## src/rtl/bit_merger.sv

```systemverilog
// Packet assembler: pairs data and address tokens from two valid/ready channels
// into {data, addr} packets behind a one-entry registered output stage.
module bit_merger #(
    parameter int unsigned DATA_W = 7,
    parameter int unsigned ADDR_W = 4,
    parameter int unsigned CNT_W  = 16
) (
    input  logic                     clk,
    input  logic                     reset,
    input  logic                     data_valid,
    output logic                     data_ready,
    input  logic [DATA_W-1:0]        data_in,
    input  logic                     addr_valid,
    output logic                     addr_ready,
    input  logic [ADDR_W-1:0]        addr_in,
    output logic                     pkt_valid,
    input  logic                     pkt_ready,
    output logic [DATA_W+ADDR_W-1:0] pkt_out,
    output logic [CNT_W-1:0]         pkt_count
);

    localparam int unsigned PKT_W = DATA_W + ADDR_W;

    logic              d_full;
    logic              a_full;
    logic [DATA_W-1:0] d_reg;
    logic [ADDR_W-1:0] a_reg;
    logic              out_free;
    logic              merge;
    logic              d_acc;
    logic              a_acc;

    // Readys depend only on held state and pkt_ready, never on the *_valid inputs.
    always_comb begin
        out_free   = !pkt_valid || pkt_ready;
        merge      = d_full && a_full && out_free;
        data_ready = !d_full || merge;
        addr_ready = !a_full || merge;
        d_acc      = data_valid && data_ready;
        a_acc      = addr_valid && addr_ready;
    end

    // Data holding slot: a new token refills it even in the cycle it drains.
    always_ff @(posedge clk or posedge reset) begin
        if (reset) begin
            d_full <= 1'b0;
            d_reg  <= '0;
        end else if (d_acc) begin
            d_full <= 1'b1;
            d_reg  <= data_in;
        end else if (merge) begin
            d_full <= 1'b0;
        end
    end

    // Address holding slot.
    always_ff @(posedge clk or posedge reset) begin
        if (reset) begin
            a_full <= 1'b0;
            a_reg  <= '0;
        end else if (a_acc) begin
            a_full <= 1'b1;
            a_reg  <= addr_in;
        end else if (merge) begin
            a_full <= 1'b0;
        end
    end

    // Output stage holds its packet until downstream takes it.
    always_ff @(posedge clk or posedge reset) begin
        if (reset) begin
            pkt_valid <= 1'b0;
            pkt_out   <= '0;
        end else if (merge) begin
            pkt_valid <= 1'b1;
            pkt_out   <= PKT_W'({d_reg, a_reg});
        end else if (pkt_ready) begin
            pkt_valid <= 1'b0;
        end
    end

    // Delivered-packet counter, wraps naturally.
    always_ff @(posedge clk or posedge reset) begin
        if (reset) begin
            pkt_count <= '0;
        end else if (pkt_valid && pkt_ready) begin
            pkt_count <= pkt_count + CNT_W'(1);
        end
    end

endmodule

```

## config.mk

```make
export PLATFORM = sky130hd
export DESIGN_NAME = bit_merger
export DESIGN_NICKNAME = d
export VERILOG_FILES = /design/src/rtl/bit_merger.sv
export SDC_FILE = /design/constraint.sdc
export NUM_CORES = 1
export LEC_CHECK = 0
export CAP_MARGIN = 20
export CORE_MARGIN = 3
export CORE_UTILIZATION = 50
export CTS_CLUSTER_SIZE = 30
export DETAILED_ROUTE_END_ITERATION = 12
export PLACE_DENSITY = 0.83
export SETUP_SLACK_MARGIN = 0.15
export SLEW_MARGIN = 30
export SYNTH_ARGS = -nofsm -noshare
export SYNTH_HDL_FRONTEND = slang
export SYNTH_SLANG_ARGS = --single-unit
```

## constraint.sdc

```tcl
create_clock -name clk -period 2.6 [get_ports clk]
set_clock_uncertainty 0.2 [all_clocks]
set_input_delay 0.39 -clock clk [delete_from_list [all_inputs] [get_ports clk]]
set_output_delay 0.39 -clock clk [all_outputs]
set_load 0.02 [all_outputs]
```

==> results of run 1 <==
==> critical path: cells and delay by family <==
kind                   cells  cell delay [ps]
AOI/OAI and AO/OA          1              230
and+or+nand+nor            1              110
buffers and inverters      2              900
==> worst paths after layout <==
| kind | startpoint | endpoint | slack (ps) | cells past startpoint |
|---|---|---|---|---|
| min in group clk | pkt_count[15]$_DFFE_PP0P_ | pkt_count[15]$_DFFE_PP0P_ | 280 | 1 |
| worst max register to register | pkt_valid$_DFFE_PP0P_ | d_reg[1]$_DFFE_PP0P_ | 780 | 4 |
| worst min-delay path | reset | d_reg[4]$_DFFE_PP0P_ | 250 | 3 |
| worst max-delay path | pkt_ready | data_ready | 380 | 4 |
| max in group asynchronous | reset | a_reg[3]$_DFFE_PP0P_ | 1610 | 3 |
| worst min register to register | pkt_count[15]$_DFFE_PP0P_ | pkt_count[15]$_DFFE_PP0P_ | 280 | 1 |
==> cells by family after synthesis <==
kind of cell	after synthesis	share of synthesized area
AOI/OAI and AO/OA	2	0.006075
xor gates and xnor gates	15	0.07973
adders and majority gates	1	0.007592
buffers and inverters	6	0.01443
DFF	41	0.6226
muxes	23	0.1572
and+or+nand+nor	36	0.1124
==> layout make-up <==
cell class	instances	area [sq um]
multi-input cells	77	598.1
well taps	44	55.05
clock inverters	3	65.06
clock buffers	5	37.54
fillers	245	839.6
repair buffers	47	462.9
inverters	5	18.77
flip-flops and latches	41	1026
==> placed cells by master (no fill, tap or decap) <==
master                            Yosys  layout
sky130_fd_sc_hd__ha_1                 1       1
sky130_fd_sc_hd__and3_1               1       1
sky130_fd_sc_hd__or4_4                1       1
sky130_fd_sc_hd__buf_4                0       2
sky130_fd_sc_hd__o21ai_1              2       2
sky130_fd_sc_hd__and4_2               1       1
sky130_fd_sc_hd__clkbuf_4             0       5
sky130_fd_sc_hd__mux2_2              23      23
sky130_fd_sc_hd__dlygate4sd2_1        0       2
sky130_fd_sc_hd__nand2b_1             3       3
sky130_fd_sc_hd__clkdlybuf4s50_1      0      43
sky130_fd_sc_hd__nand4_1              3       3
sky130_fd_sc_hd__xnor2_1              8       8
sky130_fd_sc_hd__xor2_1               7       7
sky130_fd_sc_hd__nand3_1              4       4
sky130_fd_sc_hd__inv_1                5       5
sky130_fd_sc_hd__nand4_2              1       1
sky130_fd_sc_hd__nor2_1               9       9
sky130_fd_sc_hd__or2_2                1       1
sky130_fd_sc_hd__nor2b_1              1       1
sky130_fd_sc_hd__dfrtp_1             41      41
sky130_fd_sc_hd__nand2_1             11      11
sky130_fd_sc_hd__clkinv_2             0       1
sky130_fd_sc_hd__bufinv_16            0       2
==> power by group through the flow <==
stage | combinational [uW] | sequential [uW] | clock [uW]
floorplan | 232 | 1080 | 0
global placement | 715 | 929 | 0
detailed placement | 739 | 945 | 0
CTS | 738 | 933 | 509
global route | 774 | 957 | 542
finish | 726 | 930 | 497
==> routing by layer <==
metal  up-vias  track usage
met1       532       0.1839
met3         7      0.06061
met5         -            0
met2        40       0.2907
met4         0      0.04852
li1        524            -
==> synthesized netlist by cell type <==
master / n / area, sq um
sky130_fd_sc_hd__dfrtp_1: 41 / 1026
sky130_fd_sc_hd__mux2_2: 23 / 259.0
sky130_fd_sc_hd__nand2_1: 11 / 41.29
sky130_fd_sc_hd__nor2_1: 9 / 33.78
sky130_fd_sc_hd__xnor2_1: 8 / 70.07
sky130_fd_sc_hd__xor2_1: 7 / 61.31
sky130_fd_sc_hd__inv_1: 5 / 18.77
sky130_fd_sc_hd__nand3_1: 4 / 20.02
sky130_fd_sc_hd__nand2b_1: 3 / 18.77
sky130_fd_sc_hd__nand4_1: 3 / 18.77
sky130_fd_sc_hd__o21ai_1: 2 / 10.01
sky130_fd_sc_hd__and3_1: 1 / 6.260
sky130_fd_sc_hd__and4_2: 1 / 10.01
sky130_fd_sc_hd__buf_2: 1 / 5.000
sky130_fd_sc_hd__ha_1: 1 / 12.51
sky130_fd_sc_hd__nand4_2: 1 / 12.51
sky130_fd_sc_hd__nor2b_1: 1 / 6.260
sky130_fd_sc_hd__or2_2: 1 / 6.260
sky130_fd_sc_hd__or4_4: 1 / 11.26
==> metrics by stage <==
step / instance area (sq um) / instances / hold slack (ps)
after CTS: 2263 / 222 / 260.4
final: 2263 / 222 / 253.2
after detailed placement: 2163 / 214 / 260.6
after global placement: 2163 / 214 / 262.0
after global routing: 2263 / 222 / 254.3
after floorplan: 1648 / 124 / 273.6
==> repair_timing <==
action / CTS / global route
endpoints found under the setup margin: 2 / 0
buffers inserted: 0 / 0
resized for setup: 2 / 0
==> flow_summary.json, run 1 <==
{
  "p_sw_uw": 656.1,
  "timing.fmax_ghz": 0.4505,
  "nNetsFinal": 194,
  "max_slew_margin": 0.6692,
  "pwr-share-seq": 0.432,
  "ys_types": 19,
  "pre_cts_worst_setup_slack_ps": 101.7,
  "routed-wl-met2_um": 1557,
  "cp.arrival_ps": 1630,
  "gp_routability_congestion": 0.7753,
  "clock_sink_count": 41,
  "timing.final.crit_period_ps": 2220,
  "totalPowerFinal_uw": 2154,
  "number_of_global_route_vias_before_repair": 1165,
  "die_x_um": 63.41,
  "overflow": 0,
  "diodes": 0,
  "cts_hold_buffers": 0,
  "fp-row-count": 20,
  "largest_register_ffs": 16,
  "cts.root.buffer_cell": "sky130_fd_sc_hd__clkbuf_4",
  "maxSlewViolCount": 0,
  "power.internal_uw": 1497,
  "numCtsBuffers": 5,
  "timing.critical_path.slowest_stage_cell": "sky130_fd_sc_hd__clkdlybuf4s50_1",
  "layout-drive-gt1-share": 0.2079,
  "setup.worst_path.end_class": "output port",
  "final-setup-viol-count": 0,
  "grt_max_degree": 42,
  "number_of_instances_in_the_synthesized_netlist": 124,
  "first_pass_grt_wire_length_um": 5188,
  "ios": 46,
  "clkSlewWorstSetupHoldPaths_ps": 120,
  "die-area_sq_mm": 0.004020,
  "power.combinational.fraction": 0.337,
  "layout-area-overhead-vs-synth_pct": 37.36,
  "routed_wirelength_um": 3034,
  "cap_violations": 0,
  "finalHoldViolCount": 0,
  "wirelength_per_cell_um": 13.67,
  "clkLatencyLatePin_ps": 340,
  "utilization": 0.7294,
  "grt_antenna_before_repair": 0,
  "cp_data_required_time_ps": 2010,
  "worst_setup_path_start_kind": "input pin",
  "vdd_drop_max_uv": 789.5,
  "die_height_um": 63.41,
  "mappedNetlistNets": 141,
  "postSynthAreaPerCell_sq_um": 13.29,
  "tightestPinTransition_ps": 496.1,
  "tns_ps": 0,
  "synth_sequential_area_ratio": 0.6226,
  "cell_area_after_synthesis_sq_mm": 0.001648,
  "fin_worst_setup_slack_ps": 380.3,
  "drt-initial-drc-count": 26,
  "tritoncts": "built",
  "antenna_violating_nets_post_route": 0,
  "detail_route.first_pass.iterations": 4,
  "grt_setup_unrepaired": "false",
  "port_buffers": 45,
  "dp_hpwl_um": 2289,
  "met3RoutedLength_um": 227,
  "route.top_layer_used": "met4",
  "power_frac_clock": 0.231,
  "initial_cell_density_of_the_core": 0.5310,
  "crit_path_cell_trace": "clkdlybuf4s50_1 > nor2b_1 > o21ai_1 > dlygate4sd2_1",
  "power_leakage_uw": 0.001012,
  "path_class": "in2out",
  "cts_max_level": 2,
  "routed_via_density": 4.968,
  "yosys_synthesis_warning_count": 0,
  "hp-class": "in2async",
  "outcome": "finished, final reports clean",
  "path_max_fanout": 4,
  "vias": 1103,
  "wirelength_met1_um": 1198,
  "netSwitchingFraction": 0.3047,
  "clock_tree.buffer_depth": 2,
  "core-area_sq_mm": 0.003103,
  "power-per-cell-area_mw_per_mm2": 951.4,
  "total_global_routing_track_utilization": 0.1645,
  "remaining_drc_errors": 0,
  "final.period_utilization": 0.8537,
  "timing.critical_path.slowest_cell_delay_ps": 530,
  "yosys_register_bits": 41
}
Power figures use the tool's default switching activity.
==> run 2: changes to the inputs <==
Settings changed: CORE_UTILIZATION 50 to 47, PLACE_DENSITY 0.83 to 0.79.
Clock period 2.6 ns to 2.25 ns, I/O delays scaled along.
==> flow_summary.json, run 2 (synthesis results as in run 1) <==
{
  "timing.final.crit_period_ps": 2022,
  "grt_antenna_before_repair": 0,
  "fp-row-count": 20,
  "timing.rr.end": "d_reg[3]$_DFFE_PP0P_",
  "core-area_sq_mm": 0.003203,
  "timing.fmax_ghz": 0.4945,
  "largest_register_ffs": 16,
  "layout-drive-gt1-share": 0.2404,
  "worst_setup_path_start_kind": "flip-flop",
  "remaining_drc_errors": 0,
  "grt.met3_usage": 0.04615,
  "path_class": "reg2out",
  "routed_via_density": 4.969,
  "worst-r2r-cell-count": 5,
  "overflow": 0,
  "wirelength_per_cell_um": 13.85,
  "layout-area-overhead-vs-synth_pct": 38.19,
  "tightestPinTransition_ps": 497.9,
  "gr-max-usage-layer": "met2",
  "crit_path_cell_trace": "clkdlybuf4s50_1",
  "timing.critical_path.slowest_stage_cell": "sky130_fd_sc_hd__clkdlybuf4s50_1",
  "detail_route.first_pass.iterations": 4,
  "pre_cts_worst_setup_slack_ps": -25.15,
  "cts.root.buffer_cell": "sky130_fd_sc_hd__clkbuf_4",
  "cts_max_level": 2,
  "timing.critical_path.slowest_cell_delay_ps": 650,
  "setup.worst_path.end_class": "output port",
  "maxSlewViolCount": 0,
  "path_max_fanout": 6,
  "fillers": 251,
  "place.detailed.instances": 219,
  "commonest_non_fill_non_tap_cell_in_the_layout": "sky130_fd_sc_hd__clkdlybuf4s50_1",
  "hp-class": "in2async",
  "clock_tree.buffer_depth": 2,
  "numCtsBuffers": 5,
  "die-area_sq_mm": 0.004252,
  "ios": 46,
  "die_height_um": 65.21,
  "initial_cell_density_of_the_core": 0.5145,
  "cp.arrival_ps": 1480,
  "post_cts_setup_inserts": 0,
  "antenna_violating_nets_post_route": 0,
  "clkSlewWorstSetupHoldPaths_ps": 120,
  "clock_sink_count": 41,
  "routed_wirelength_um": 3144,
  "fin_worst_setup_slack_ps": 227.6,
  "clkLatencyLatePin_ps": 350,
  "use_met1": 0.2032,
  "max_slew_margin": 0.6681,
  "r2r_setup_slack_ps": 370,
  "drt-initial-drc-count": 58,
  "cap_violations": 0,
  "finalNonFillerCells": 227,
  "tns_ps": 0,
  "power_leakage_uw": 0.001024,
  "bufs_and_invs_on_worst_path": 1,
  "cp_data_required_time_ps": 1710,
  "rr_startpoint": "pkt_valid$_DFFE_PP0P_",
  "number_of_global_route_vias_before_repair": 1207,
  "die_x_um": 65.21,
  "final_cell_mix": "sky130_fd_sc_hd__clkdlybuf4s50_1 (43), sky130_fd_sc_hd__dfrtp_1 (40), sky130_fd_sc_hd__mux2_2 (23)",
  "crit_family": "buffers and inverters",
  "grt_setup_unrepaired": "false",
  "outcome": "finished, final reports clean",
  "vias": 1128,
  "finalHoldViolCount": 0,
  "global_route.usage.met2": 0.2680,
  "total_global_routing_track_utilization": 0.1669,
  "dp_hpwl_um": 2302,
  "diodes": 0,
  "first_pass_grt_wire_length_um": 5444,
  "port_buffers": 45,
  "gp_routability_congestion": 0.7804,
  "grt_max_degree": 42,
  "tritoncts": "built",
  "final-setup-viol-count": 0,
  "final.period_utilization": 0.8988,
  "nNetsFinal": 199,
  "power-per-cell-area_mw_per_mm2": 1065,
  "vdd_drop_max_uv": 642.4
}
[run 2: timing repair]
| action | CTS | global route |
|---|---|---|
| endpoints found under the hold margin | 0 | 0 |
| gates resized for setup | 2 | 5 |
| setup endpoints to repair | 2 | 3 |
| hold buffers | 0 | 0 |
[run 2: area by class of cell]
type / count / area (sq um) / area share
Clock buffer: 7 / 55.05 / 0.02418
Clock inverter: 1 / 30.03 / 0.01319
Inverter: 5 / 18.77 / 0.008242
Multi-Input combinational cell: 77 / 598.1 / 0.2626
Sequential cell: 41 / 1027 / 0.4511
Tap cell: 44 / 55.05 / 0.02418
Timing Repair Buffer: 52 / 493.0 / 0.2165
[run 2: power breakdown]
| part | internal, uW | switching [uW] | leakage, uW | total [uW] |
|---|---|---|---|---|
| clock network | 265 | 230 | 0.0000455 | 496 |
| logic | 466 | 386 | 0.000478 | 852 |
| registers | 934 | 144 | 0.000501 | 1080 |
[run 2: worst max-delay path by stage]
stage | from | endpoint | slack [ps] | cells past startpoint
after floorplan | pkt_valid$_DFFE_PP0P_ | d_reg[0]$_DFFE_PP0P_ | 300 | 4
after global placement | pkt_ready | addr_ready | -30 | 4
after detailed placement | pkt_ready | addr_ready | -30 | 4
after CTS | pkt_valid$_DFFE_PP0P_ | addr_ready | 140 | 3
after global routing | pkt_count[6]$_DFFE_PP0P_ | pkt_count[6] | 160 | 1
final | pkt_count[6]$_DFFE_PP0P_ | pkt_count[6] | 230 | 1
[run 2: per-stage QoR]
step	hold slack, ps	area [sq um]	utilization	total power, uW
after CTS	200.7	2283	0.7129	2459
final	195.4	2277	0.7109	2426
after global placement	256.1	2201	0.6871	1924
after global routing	240.1	2277	0.7109	2571
after floorplan	245.9	1648	-	1518
after detailed placement	261.0	2201	0.6871	1959
[run 2: metal layers]
metal / wire length [um] / vias up
li1: - / 532
met1: 1313 / 542
met2: 1525 / 42
met3: 203 / 12
met4: 100 / 0
met5: 0 / -
